**config.mk**
```make
export PLATFORM = sky130hd
export DESIGN_NAME = mem_arbiter_flat
export DESIGN_NICKNAME = d
export VERILOG_FILES = /design/src/rtl/mem_arbiter_if.sv /design/src/rtl/mem_arbiter.sv /design/src/flat_wrapper.sv
export SDC_FILE = /design/constraint.sdc
export NUM_CORES = 1
export LEC_CHECK = 0
export CORE_AREA = 2 2 122 124
export CTS_CLUSTER_SIZE = 24
export DETAILED_ROUTE_END_ITERATION = 16
export DIE_AREA = 0 0 124 126
export DONT_BUFFER_PORTS = 1
export GPL_TIMING_DRIVEN = 1
export PLACE_DENSITY = 0.39
export SLEW_MARGIN = 30
export SYNTH_ARGS = -nofsm -noshare
export SYNTH_HDL_FRONTEND = slang
export SYNTH_SLANG_ARGS = --single-unit
```
**constraint.sdc**
```tcl
create_clock -name i_clk -period 2.3 [get_ports i_clk]
set_input_delay 0.23 -clock i_clk [delete_from_list [all_inputs] [get_ports i_clk]]
set_output_delay 0.23 -clock i_clk [all_outputs]
set_load 0.01 [all_outputs]
```
**src/rtl/mem_arbiter_if.sv**
```systemverilog
// rtl/mem_arbiter_if.sv - request/response and memory bus signals of the two-master data memory arbiter
interface mem_arbiter_if;
    logic        i_m0_req;
    logic [31:0] i_m0_addr;
    logic [31:0] i_m0_wdata;
    logic [3:0]  i_m0_bmask;
    logic        i_m0_wren;
    logic        i_m0_lock;
    logic        o_m0_gnt;
    logic        o_m0_rvalid;
    logic [31:0] o_m0_rdata;
    logic        o_m0_err;

    logic        i_m1_req;
    logic [31:0] i_m1_addr;
    logic [31:0] i_m1_wdata;
    logic [3:0]  i_m1_bmask;
    logic        i_m1_wren;
    logic        i_m1_lock;
    logic        o_m1_gnt;
    logic        o_m1_rvalid;
    logic [31:0] o_m1_rdata;
    logic        o_m1_err;

    logic [31:0] o_mem_addr;
    logic [31:0] o_mem_wdata;
    logic [3:0]  o_mem_bmask;
    logic        o_mem_wren;
    logic [31:0] i_mem_rdata;

    modport slave (
        input  i_m0_req, i_m0_addr, i_m0_wdata, i_m0_bmask, i_m0_wren, i_m0_lock,
        output o_m0_gnt, o_m0_rvalid, o_m0_rdata, o_m0_err,
        input  i_m1_req, i_m1_addr, i_m1_wdata, i_m1_bmask, i_m1_wren, i_m1_lock,
        output o_m1_gnt, o_m1_rvalid, o_m1_rdata, o_m1_err,
        output o_mem_addr, o_mem_wdata, o_mem_bmask, o_mem_wren,
        input  i_mem_rdata
    );

    modport master (
        output i_m0_req, i_m0_addr, i_m0_wdata, i_m0_bmask, i_m0_wren, i_m0_lock,
        input  o_m0_gnt, o_m0_rvalid, o_m0_rdata, o_m0_err,
        output i_m1_req, i_m1_addr, i_m1_wdata, i_m1_bmask, i_m1_wren, i_m1_lock,
        input  o_m1_gnt, o_m1_rvalid, o_m1_rdata, o_m1_err,
        input  o_mem_addr, o_mem_wdata, o_mem_bmask, o_mem_wren,
        output i_mem_rdata
    );
endinterface

```
**src/rtl/mem_arbiter.sv**
```systemverilog
// rtl/mem_arbiter.sv - two-master data memory arbiter with locking, lock timeout and range check
// Optional round-robin tie-break in IDLE when ARB_RR_EN is defined; fixed m0 > m1 priority otherwise.
module mem_arbiter #(
    parameter int MEM_SIZE     = 1024,
    parameter int LOCK_TIMEOUT = 16
) (
    input  logic         i_clk,
    input  logic         i_reset,
    mem_arbiter_if.slave bus
);
    typedef enum logic [1:0] {IDLE, OWN0, OWN1} state_e;

    localparam logic [31:0] MEM_WORDS = 32'(MEM_SIZE);
    localparam logic [8:0]  TO_LAST   = 9'(LOCK_TIMEOUT - 1);

    state_e      state_q, state_d;
    logic [7:0]  cnt_q, cnt_d;
    logic        gnt0, gnt1, tie_m1;
    logic        own_req, own_lock;
    logic        in_range0, in_range1;

    logic        rvalid0_q, rvalid1_q, err0_q, err1_q;
    logic [31:0] rdata0_q, rdata1_q;

    logic [31:0] mem_addr, mem_wdata;
    logic [3:0]  mem_bmask;
    logic        mem_wren;

    assign in_range0 = {2'b00, bus.i_m0_addr[31:2]} < MEM_WORDS;
    assign in_range1 = {2'b00, bus.i_m1_addr[31:2]} < MEM_WORDS;

`ifdef ARB_RR_EN
    logic rr_q;
    // On a tie the master that did not win last time goes first.
    assign tie_m1 = ~rr_q;

    always_ff @(posedge i_clk) begin
        if (i_reset) begin
            rr_q <= 1'b0;
        end else if (gnt0 || gnt1) begin
            rr_q <= gnt1;
        end
    end
`else
    assign tie_m1 = 1'b0;
`endif

    always_comb begin
        gnt0     = 1'b0;
        gnt1     = 1'b0;
        state_d  = state_q;
        cnt_d    = cnt_q;
        own_req  = (state_q == OWN1) ? bus.i_m1_req  : bus.i_m0_req;
        own_lock = (state_q == OWN1) ? bus.i_m1_lock : bus.i_m0_lock;
        case (state_q)
            IDLE: begin
                cnt_d = 8'd0;
                if (bus.i_m0_req && bus.i_m1_req) begin
                    gnt0 = ~tie_m1;
                    gnt1 = tie_m1;
                end else begin
                    gnt0 = bus.i_m0_req;
                    gnt1 = bus.i_m1_req;
                end
                if (gnt0 && bus.i_m0_lock) begin
                    state_d = OWN0;
                end else if (gnt1 && bus.i_m1_lock) begin
                    state_d = OWN1;
                end
            end
            OWN0, OWN1: begin
                gnt0 = (state_q == OWN0) && own_req;
                gnt1 = (state_q == OWN1) && own_req;
                if (own_req) begin
                    cnt_d = 8'd0;
                    if (!own_lock) begin
                        state_d = IDLE;
                    end
                // Release as the count reaches LOCK_TIMEOUT-1, so the other master
                // gets its grant LOCK_TIMEOUT cycles after the last locked access.
                end else if (({1'b0, cnt_q} + 9'd1) >= TO_LAST) begin
                    state_d = IDLE;
                    cnt_d   = 8'd0;
                end else begin
                    cnt_d = cnt_q + 8'd1;
                end
            end
            default: begin
                state_d = IDLE;
                cnt_d   = 8'd0;
            end
        endcase
    end

    always_comb begin
        mem_addr  = 32'd0;
        mem_wdata = 32'd0;
        mem_bmask = 4'd0;
        mem_wren  = 1'b0;
        if (gnt0) begin
            mem_addr  = bus.i_m0_addr;
            mem_wdata = bus.i_m0_wdata;
            mem_bmask = bus.i_m0_bmask;
            mem_wren  = bus.i_m0_wren && in_range0;
        end else if (gnt1) begin
            mem_addr  = bus.i_m1_addr;
            mem_wdata = bus.i_m1_wdata;
            mem_bmask = bus.i_m1_bmask;
            mem_wren  = bus.i_m1_wren && in_range1;
        end
    end

    always_ff @(posedge i_clk) begin
        if (i_reset) begin
            state_q   <= IDLE;
            cnt_q     <= 8'd0;
            rvalid0_q <= 1'b0;
            rvalid1_q <= 1'b0;
            err0_q    <= 1'b0;
            err1_q    <= 1'b0;
            rdata0_q  <= 32'd0;
            rdata1_q  <= 32'd0;
        end else begin
            state_q   <= state_d;
            cnt_q     <= cnt_d;
            rvalid0_q <= gnt0;
            rvalid1_q <= gnt1;
            err0_q    <= gnt0 && !in_range0;
            err1_q    <= gnt1 && !in_range1;
            if (gnt0) begin
                rdata0_q <= (!bus.i_m0_wren && in_range0) ? bus.i_mem_rdata : 32'd0;
            end
            if (gnt1) begin
                rdata1_q <= (!bus.i_m1_wren && in_range1) ? bus.i_mem_rdata : 32'd0;
            end
        end
    end

    assign bus.o_m0_gnt    = gnt0;
    assign bus.o_m1_gnt    = gnt1;
    assign bus.o_m0_rvalid = rvalid0_q;
    assign bus.o_m1_rvalid = rvalid1_q;
    assign bus.o_m0_err    = err0_q;
    assign bus.o_m1_err    = err1_q;
    assign bus.o_m0_rdata  = rdata0_q;
    assign bus.o_m1_rdata  = rdata1_q;
    assign bus.o_mem_addr  = mem_addr;
    assign bus.o_mem_wdata = mem_wdata;
    assign bus.o_mem_bmask = mem_bmask;
    assign bus.o_mem_wren  = mem_wren;
endmodule

```
**src/flat_wrapper.sv**
```systemverilog
// flat-port wrapper written by rule: the top's interface ports become plain ports
module mem_arbiter_flat 
#(
    parameter int MEM_SIZE     = 1024,
    parameter int LOCK_TIMEOUT = 16
)
  (i_clk, i_reset, bus_i_m0_req, bus_i_m0_addr, bus_i_m0_wdata, bus_i_m0_bmask, bus_i_m0_wren, bus_i_m0_lock, bus_o_m0_gnt, bus_o_m0_rvalid, bus_o_m0_rdata, bus_o_m0_err, bus_i_m1_req, bus_i_m1_addr, bus_i_m1_wdata, bus_i_m1_bmask, bus_i_m1_wren, bus_i_m1_lock, bus_o_m1_gnt, bus_o_m1_rvalid, bus_o_m1_rdata, bus_o_m1_err, bus_o_mem_addr, bus_o_mem_wdata, bus_o_mem_bmask, bus_o_mem_wren, bus_i_mem_rdata);
  mem_arbiter_if bus_i ();
  input  logic i_clk;
  input  logic i_reset;
  input wire logic [$bits(bus_i.i_m0_req)-1:0] bus_i_m0_req;
  input wire logic [$bits(bus_i.i_m0_addr)-1:0] bus_i_m0_addr;
  input wire logic [$bits(bus_i.i_m0_wdata)-1:0] bus_i_m0_wdata;
  input wire logic [$bits(bus_i.i_m0_bmask)-1:0] bus_i_m0_bmask;
  input wire logic [$bits(bus_i.i_m0_wren)-1:0] bus_i_m0_wren;
  input wire logic [$bits(bus_i.i_m0_lock)-1:0] bus_i_m0_lock;
  output wire logic [$bits(bus_i.o_m0_gnt)-1:0] bus_o_m0_gnt;
  output wire logic [$bits(bus_i.o_m0_rvalid)-1:0] bus_o_m0_rvalid;
  output wire logic [$bits(bus_i.o_m0_rdata)-1:0] bus_o_m0_rdata;
  output wire logic [$bits(bus_i.o_m0_err)-1:0] bus_o_m0_err;
  input wire logic [$bits(bus_i.i_m1_req)-1:0] bus_i_m1_req;
  input wire logic [$bits(bus_i.i_m1_addr)-1:0] bus_i_m1_addr;
  input wire logic [$bits(bus_i.i_m1_wdata)-1:0] bus_i_m1_wdata;
  input wire logic [$bits(bus_i.i_m1_bmask)-1:0] bus_i_m1_bmask;
  input wire logic [$bits(bus_i.i_m1_wren)-1:0] bus_i_m1_wren;
  input wire logic [$bits(bus_i.i_m1_lock)-1:0] bus_i_m1_lock;
  output wire logic [$bits(bus_i.o_m1_gnt)-1:0] bus_o_m1_gnt;
  output wire logic [$bits(bus_i.o_m1_rvalid)-1:0] bus_o_m1_rvalid;
  output wire logic [$bits(bus_i.o_m1_rdata)-1:0] bus_o_m1_rdata;
  output wire logic [$bits(bus_i.o_m1_err)-1:0] bus_o_m1_err;
  output wire logic [$bits(bus_i.o_mem_addr)-1:0] bus_o_mem_addr;
  output wire logic [$bits(bus_i.o_mem_wdata)-1:0] bus_o_mem_wdata;
  output wire logic [$bits(bus_i.o_mem_bmask)-1:0] bus_o_mem_bmask;
  output wire logic [$bits(bus_i.o_mem_wren)-1:0] bus_o_mem_wren;
  input wire logic [$bits(bus_i.i_mem_rdata)-1:0] bus_i_mem_rdata;
  assign bus_i.i_m0_req = bus_i_m0_req;
  assign bus_i.i_m0_addr = bus_i_m0_addr;
  assign bus_i.i_m0_wdata = bus_i_m0_wdata;
  assign bus_i.i_m0_bmask = bus_i_m0_bmask;
  assign bus_i.i_m0_wren = bus_i_m0_wren;
  assign bus_i.i_m0_lock = bus_i_m0_lock;
  assign bus_o_m0_gnt = bus_i.o_m0_gnt;
  assign bus_o_m0_rvalid = bus_i.o_m0_rvalid;
  assign bus_o_m0_rdata = bus_i.o_m0_rdata;
  assign bus_o_m0_err = bus_i.o_m0_err;
  assign bus_i.i_m1_req = bus_i_m1_req;
  assign bus_i.i_m1_addr = bus_i_m1_addr;
  assign bus_i.i_m1_wdata = bus_i_m1_wdata;
  assign bus_i.i_m1_bmask = bus_i_m1_bmask;
  assign bus_i.i_m1_wren = bus_i_m1_wren;
  assign bus_i.i_m1_lock = bus_i_m1_lock;
  assign bus_o_m1_gnt = bus_i.o_m1_gnt;
  assign bus_o_m1_rvalid = bus_i.o_m1_rvalid;
  assign bus_o_m1_rdata = bus_i.o_m1_rdata;
  assign bus_o_m1_err = bus_i.o_m1_err;
  assign bus_o_mem_addr = bus_i.o_mem_addr;
  assign bus_o_mem_wdata = bus_i.o_mem_wdata;
  assign bus_o_mem_bmask = bus_i.o_mem_bmask;
  assign bus_o_mem_wren = bus_i.o_mem_wren;
  assign bus_i.i_mem_rdata = bus_i_mem_rdata;
  mem_arbiter #(.MEM_SIZE(MEM_SIZE), .LOCK_TIMEOUT(LOCK_TIMEOUT)) u_core (.i_clk(i_clk), .i_reset(i_reset), .bus(bus_i));
endmodule
```
==> out/metrics.json <==
{
  "outcome": "complete, but fails checks",
  "violations_in_the_final_reports": "setup timing",
  "cp_max_fanout": 11,
  "switching_power_of_the_nets_mw": 1.46,
  "ff2ff_setup_slack_ns": 0.20,
  "synth.top_cell.area_share": 0.420,
  "clock_latency_ns": 0.32,
  "floorplan.die_area_mm2": 0.0156,
  "syn_inst": 400,
  "clock_power_share": 0.341,
  "placed_cells_incl_taps": 558,
  "clkSinkCount": 78,
  "drv_cap": 0,
  "grt.total_usage": 0.223,
  "syn_area_mm2": 0.00372,
  "floorplan.initialDensity": 0.260,
  "dominantRegCellSynth": "sky130_fd_sc_hd__dfxtp_1",
  "power.combinational.fraction": 0.373,
  "finalWirelength_um": 18800,
  "avg_synthesized_cell_area_um2": 9.30,
  "chipHeight_um": 126,
  "ys_seq_area_frac": 0.420,
  "power.static_leakage_nw": 2.03,
  "fp_rows": 44,
  "drt-pass1-iter-count": 4,
  "setup_slack_ns": -0.0713,
  "dieWidth_um": 124,
  "synth-simple-area-share": 0.134,
  "layout.filler_cells": 1425,
  "stdcell_count": 592,
  "synthMuxAreaShare": 0.00673,
  "cts_tree": "yes",
  "synth-seq-cells": 78,
  "async_reset_ff_frac": 0,
  "synth_largest_area_cell": "sky130_fd_sc_hd__dfxtp_1",
  "worst_setup_path_end_kind": "output port",
  "num-nets-final": 586,
  "peakVddDrop_v": 0.000404,
  "fraction_of_final_layout_cells_sized_beyond_drive_strength_1": 0.306,
  "synth_top_family_by_area": "compound AO/OA/AOI/OAI gates",
  "setup_tns_ns": -3.62,
  "power-per-cell-area_mw_per_mm2": 922,
  "multiInputGateArea_mm2": 0.00253,
  "holdCritPathClass": "input pin to register",
  "worst_setup_path_start_kind": "register",
  "first_global_vias": 3476,
  "route.antenna.remaining_nets": 0,
  "dp_worst_setup_slack_ns": 0.0886,
  "layout_min_cycle_time_ns": 2.37,
  "timing.final.crit_share": 1.03,
  "maxSlewViolCount": 0,
  "design_power_total_mw": 4.89,
  "vias": 3473,
  "hold_start": "bus_i_mem_rdata[14]",
  "holdPathEnd": "u_core.bus.o_m1_rdata[14]",
  "slew-limit-headroom": 0.621,
  "avgRoutedWirePerCell_um": 31.8,
  "regToRegStartpoint": "u_core.state_q[1]",
  "numCtsBuffers": 9,
  "worst_ep_arrival_time_ns": 2.14,
  "first_iter_violations": 282,
  "grt-ovfl-total": 0,
  "synth_compound_gate_area_share": 0.345,
  "design.portCount": 315,
  "grt_max_degree": 72,
  "antennaDiodeCount": 0,
  "worst-endpoint-required_ns": 2.07,
  "finalWeightedCongestion": 0.852,
  "cts.root.buffer_cell": "sky130_fd_sc_hd__clkbuf_16",
  "grt_antenna_before_repair": 0,
  "ys.warnings.count": 0,
  "synth_fa_ha_area_frac": 0.0202,
  "synth-xor-area-share": 0.00471,
  "clockBufferDepth": 2,
  "timing.clock.skew_ns": 0.00325,
  "post_synth_main_area_contributors": "sky130_fd_sc_hd__dfxtp_1, sky130_fd_sc_hd__a22o_1, sky130_fd_sc_hd__a32oi_1, sky130_fd_sc_hd__nor2_1, sky130_fd_sc_hd__a22oi_1",
  "ff2ff_path_depth": 9,
  "internal_power_mw": 3.43,
  "finalHoldWorstSlack_ns": 0.0574,
  "dp_hpwl_um": 13000,
  "share_seq_of_total_power": 0.286,
  "fp.coreArea_mm2": 0.0143,
  "htreeDepth": 3,
  "routed_via_density": 5.87,
  "drcViolationCount": 0,
  "achievable_freq_ghz": 0.422,
  "register_area_mm2": 0.00156,
  "port_buffers": 0,
  "first_pass_grt_wire_length_um": 25100,
  "final-setup-viol-count": 69,
  "netSwitchingFraction": 0.299,
  "worstHoldPathCells": 2,
  "final-hold-violation-count": 0,
  "syn2layout_area_growth_pct": 42.5,
  "cts_clk_pin_slew_worst_paths_ns": 0.06,
  "rsz0062_at_grt": "yes",
  "synth_cell_type_count": 39,
  "worst_pin_slew_ns": 0.554,
  "worst_reg2reg_path_endpoint": "u_core.bus.o_m1_rdata[25]",
  "synth-edff-count": 0,
  "ws_path_type": "register to output port"
}
[worst max path at each step]
stage,end,start,cells past startpoint
after global placement,bus_o_mem_addr[3],u_core.state_q[0],8
after floorplan,bus_o_mem_wdata[15],u_core.state_q[0],10
after CTS,bus_o_mem_addr[10],u_core.state_q[0],8
final,bus_o_mem_wdata[15],u_core.state_q[0],8
after detailed placement,bus_o_mem_addr[3],u_core.state_q[0],8
after global routing,bus_o_mem_wdata[15],u_core.state_q[0],8
[routing by layer]
| layer | vias up | share of wire | GRT usage |
|---|---|---|---|
| met2 | 197 | 0.48 | 0.350 |
| met4 | 0 | 0.015 | 0.0615 |
| met1 | 1693 | 0.37 | 0.272 |
| met3 | 14 | 0.14 | 0.107 |
| met5 | - | 0 | 0 |
| li1 | 1569 | - | - |
[metrics by stage]
| stage | cell area (µm²) | utilization |
|---|---|---|
| global placement | 3880 | 0.271 |
| detailed placement | 3880 | 0.271 |
| CTS | 4930 | 0.344 |
| finish | 5300 | 0.370 |
| floorplan | 3730 | - |
| global route | 5300 | 0.370 |
[state kept, by name (all words and copies together) (netlist names)]
register / cells
u_core.bus.o_m0_rdata: 32
u_core.bus.o_m1_rdata: 32
u_core.cnt_q: 8
u_core.state_q: 2
u_core.bus.o_m0_err: 1
u_core.bus.o_m0_rvalid: 1
u_core.bus.o_m1_err: 1
u_core.bus.o_m1_rvalid: 1
[Yosys cell counts, drive strengths merged (2+ instances only)]
| cell type | number |
|---|---|
| a22o | 68 |
| a22oi | 33 |
| a31oi | 3 |
| a32o | 2 |
| a32oi | 32 |
| buf | 20 |
| clkbuf | 20 |
| dfxtp | 78 |
| ha | 6 |
| inv | 10 |
| nand2 | 9 |
| nand2b | 4 |
| nand3 | 5 |
| nor2 | 69 |
| nor3 | 5 |
| nor4 | 11 |
| o21a | 2 |
| o21ai | 4 |
| o2bb2ai | 2 |
| o31ai | 2 |
| xnor2 | 2 |
[kinds of logic (layout without fill, tap and decap cells)]
kind of cell               Yosys count  count (layout)
AOI/OAI and AO/OA                  154             154
xor gates and xnor gates             2               2
adders and majority gates            6               6
buffers and inverters               50              55
DFF                                 78              78
muxes                                2               2
other                                1               4
and+or+nand+nor                    107             107
[power groups by stage]
| stage | clock network, mW | registers [mW] | logic, mW |
|---|---|---|---|
| final | 1.67 | 1.40 | 1.82 |
| after CTS | 1.72 | 1.40 | 1.57 |
| after global placement | 0 | 1.42 | 0.949 |
| after detailed placement | 0 | 1.42 | 0.961 |
| after floorplan | 0 | 1.42 | 0.783 |
| after global routing | 1.78 | 1.40 | 1.88 |
[cells in the final DEF (no fill, tap or decap), types with 5 or more instances in the layout]
master,count
sky130_fd_sc_hd__nand3_1,5
sky130_fd_sc_hd__buf_16,10
sky130_fd_sc_hd__a32oi_1,32
sky130_fd_sc_hd__buf_4,9
sky130_fd_sc_hd__dfxtp_1,76
sky130_fd_sc_hd__nand2_1,9
sky130_fd_sc_hd__nor3_1,5
sky130_fd_sc_hd__a22oi_1,33
sky130_fd_sc_hd__clkbuf_16,13
sky130_fd_sc_hd__nor2_1,68
sky130_fd_sc_hd__inv_1,8
sky130_fd_sc_hd__a22o_4,66
sky130_fd_sc_hd__nor4_1,10
sky130_fd_sc_hd__buf_12,5
[timing repair]
item | CTS | global route
setup endpoints to repair | 71 | 71
pin swaps | 21 | 9
hold endpoints to repair | 71 | 0
cloned | 8 | 5
hold buffers | 1 | 0
gates resized for setup | 68 | 31
setup buffers | 4 | 1
[final cells by class]
| type | count | area share |
|---|---|---|
| multi-input cells | 275 | 0.478 |
| repair buffers | 30 | 0.107 |
| clock buffers | 12 | 0.0503 |
| flip-flops and latches | 78 | 0.295 |
| clock inverters | 3 | 0.0170 |
| inverters | 10 | 0.00992 |
| well taps | 184 | 0.0434 |
[critical path, cell delays in order, from the launching register on]
cell	delay, ns
sky130_fd_sc_hd__dfxtp_2	0.35
sky130_fd_sc_hd__inv_4	0.05
sky130_fd_sc_hd__ha_4	0.15
sky130_fd_sc_hd__mux2_4	0.30
sky130_fd_sc_hd__a32o_2	0.30
sky130_fd_sc_hd__nor2_4	0.18
sky130_fd_sc_hd__buf_12	0.17
sky130_fd_sc_hd__clkbuf_16	0.19
sky130_fd_sc_hd__a22o_4	0.14
(Power assumes the default switching activity.)
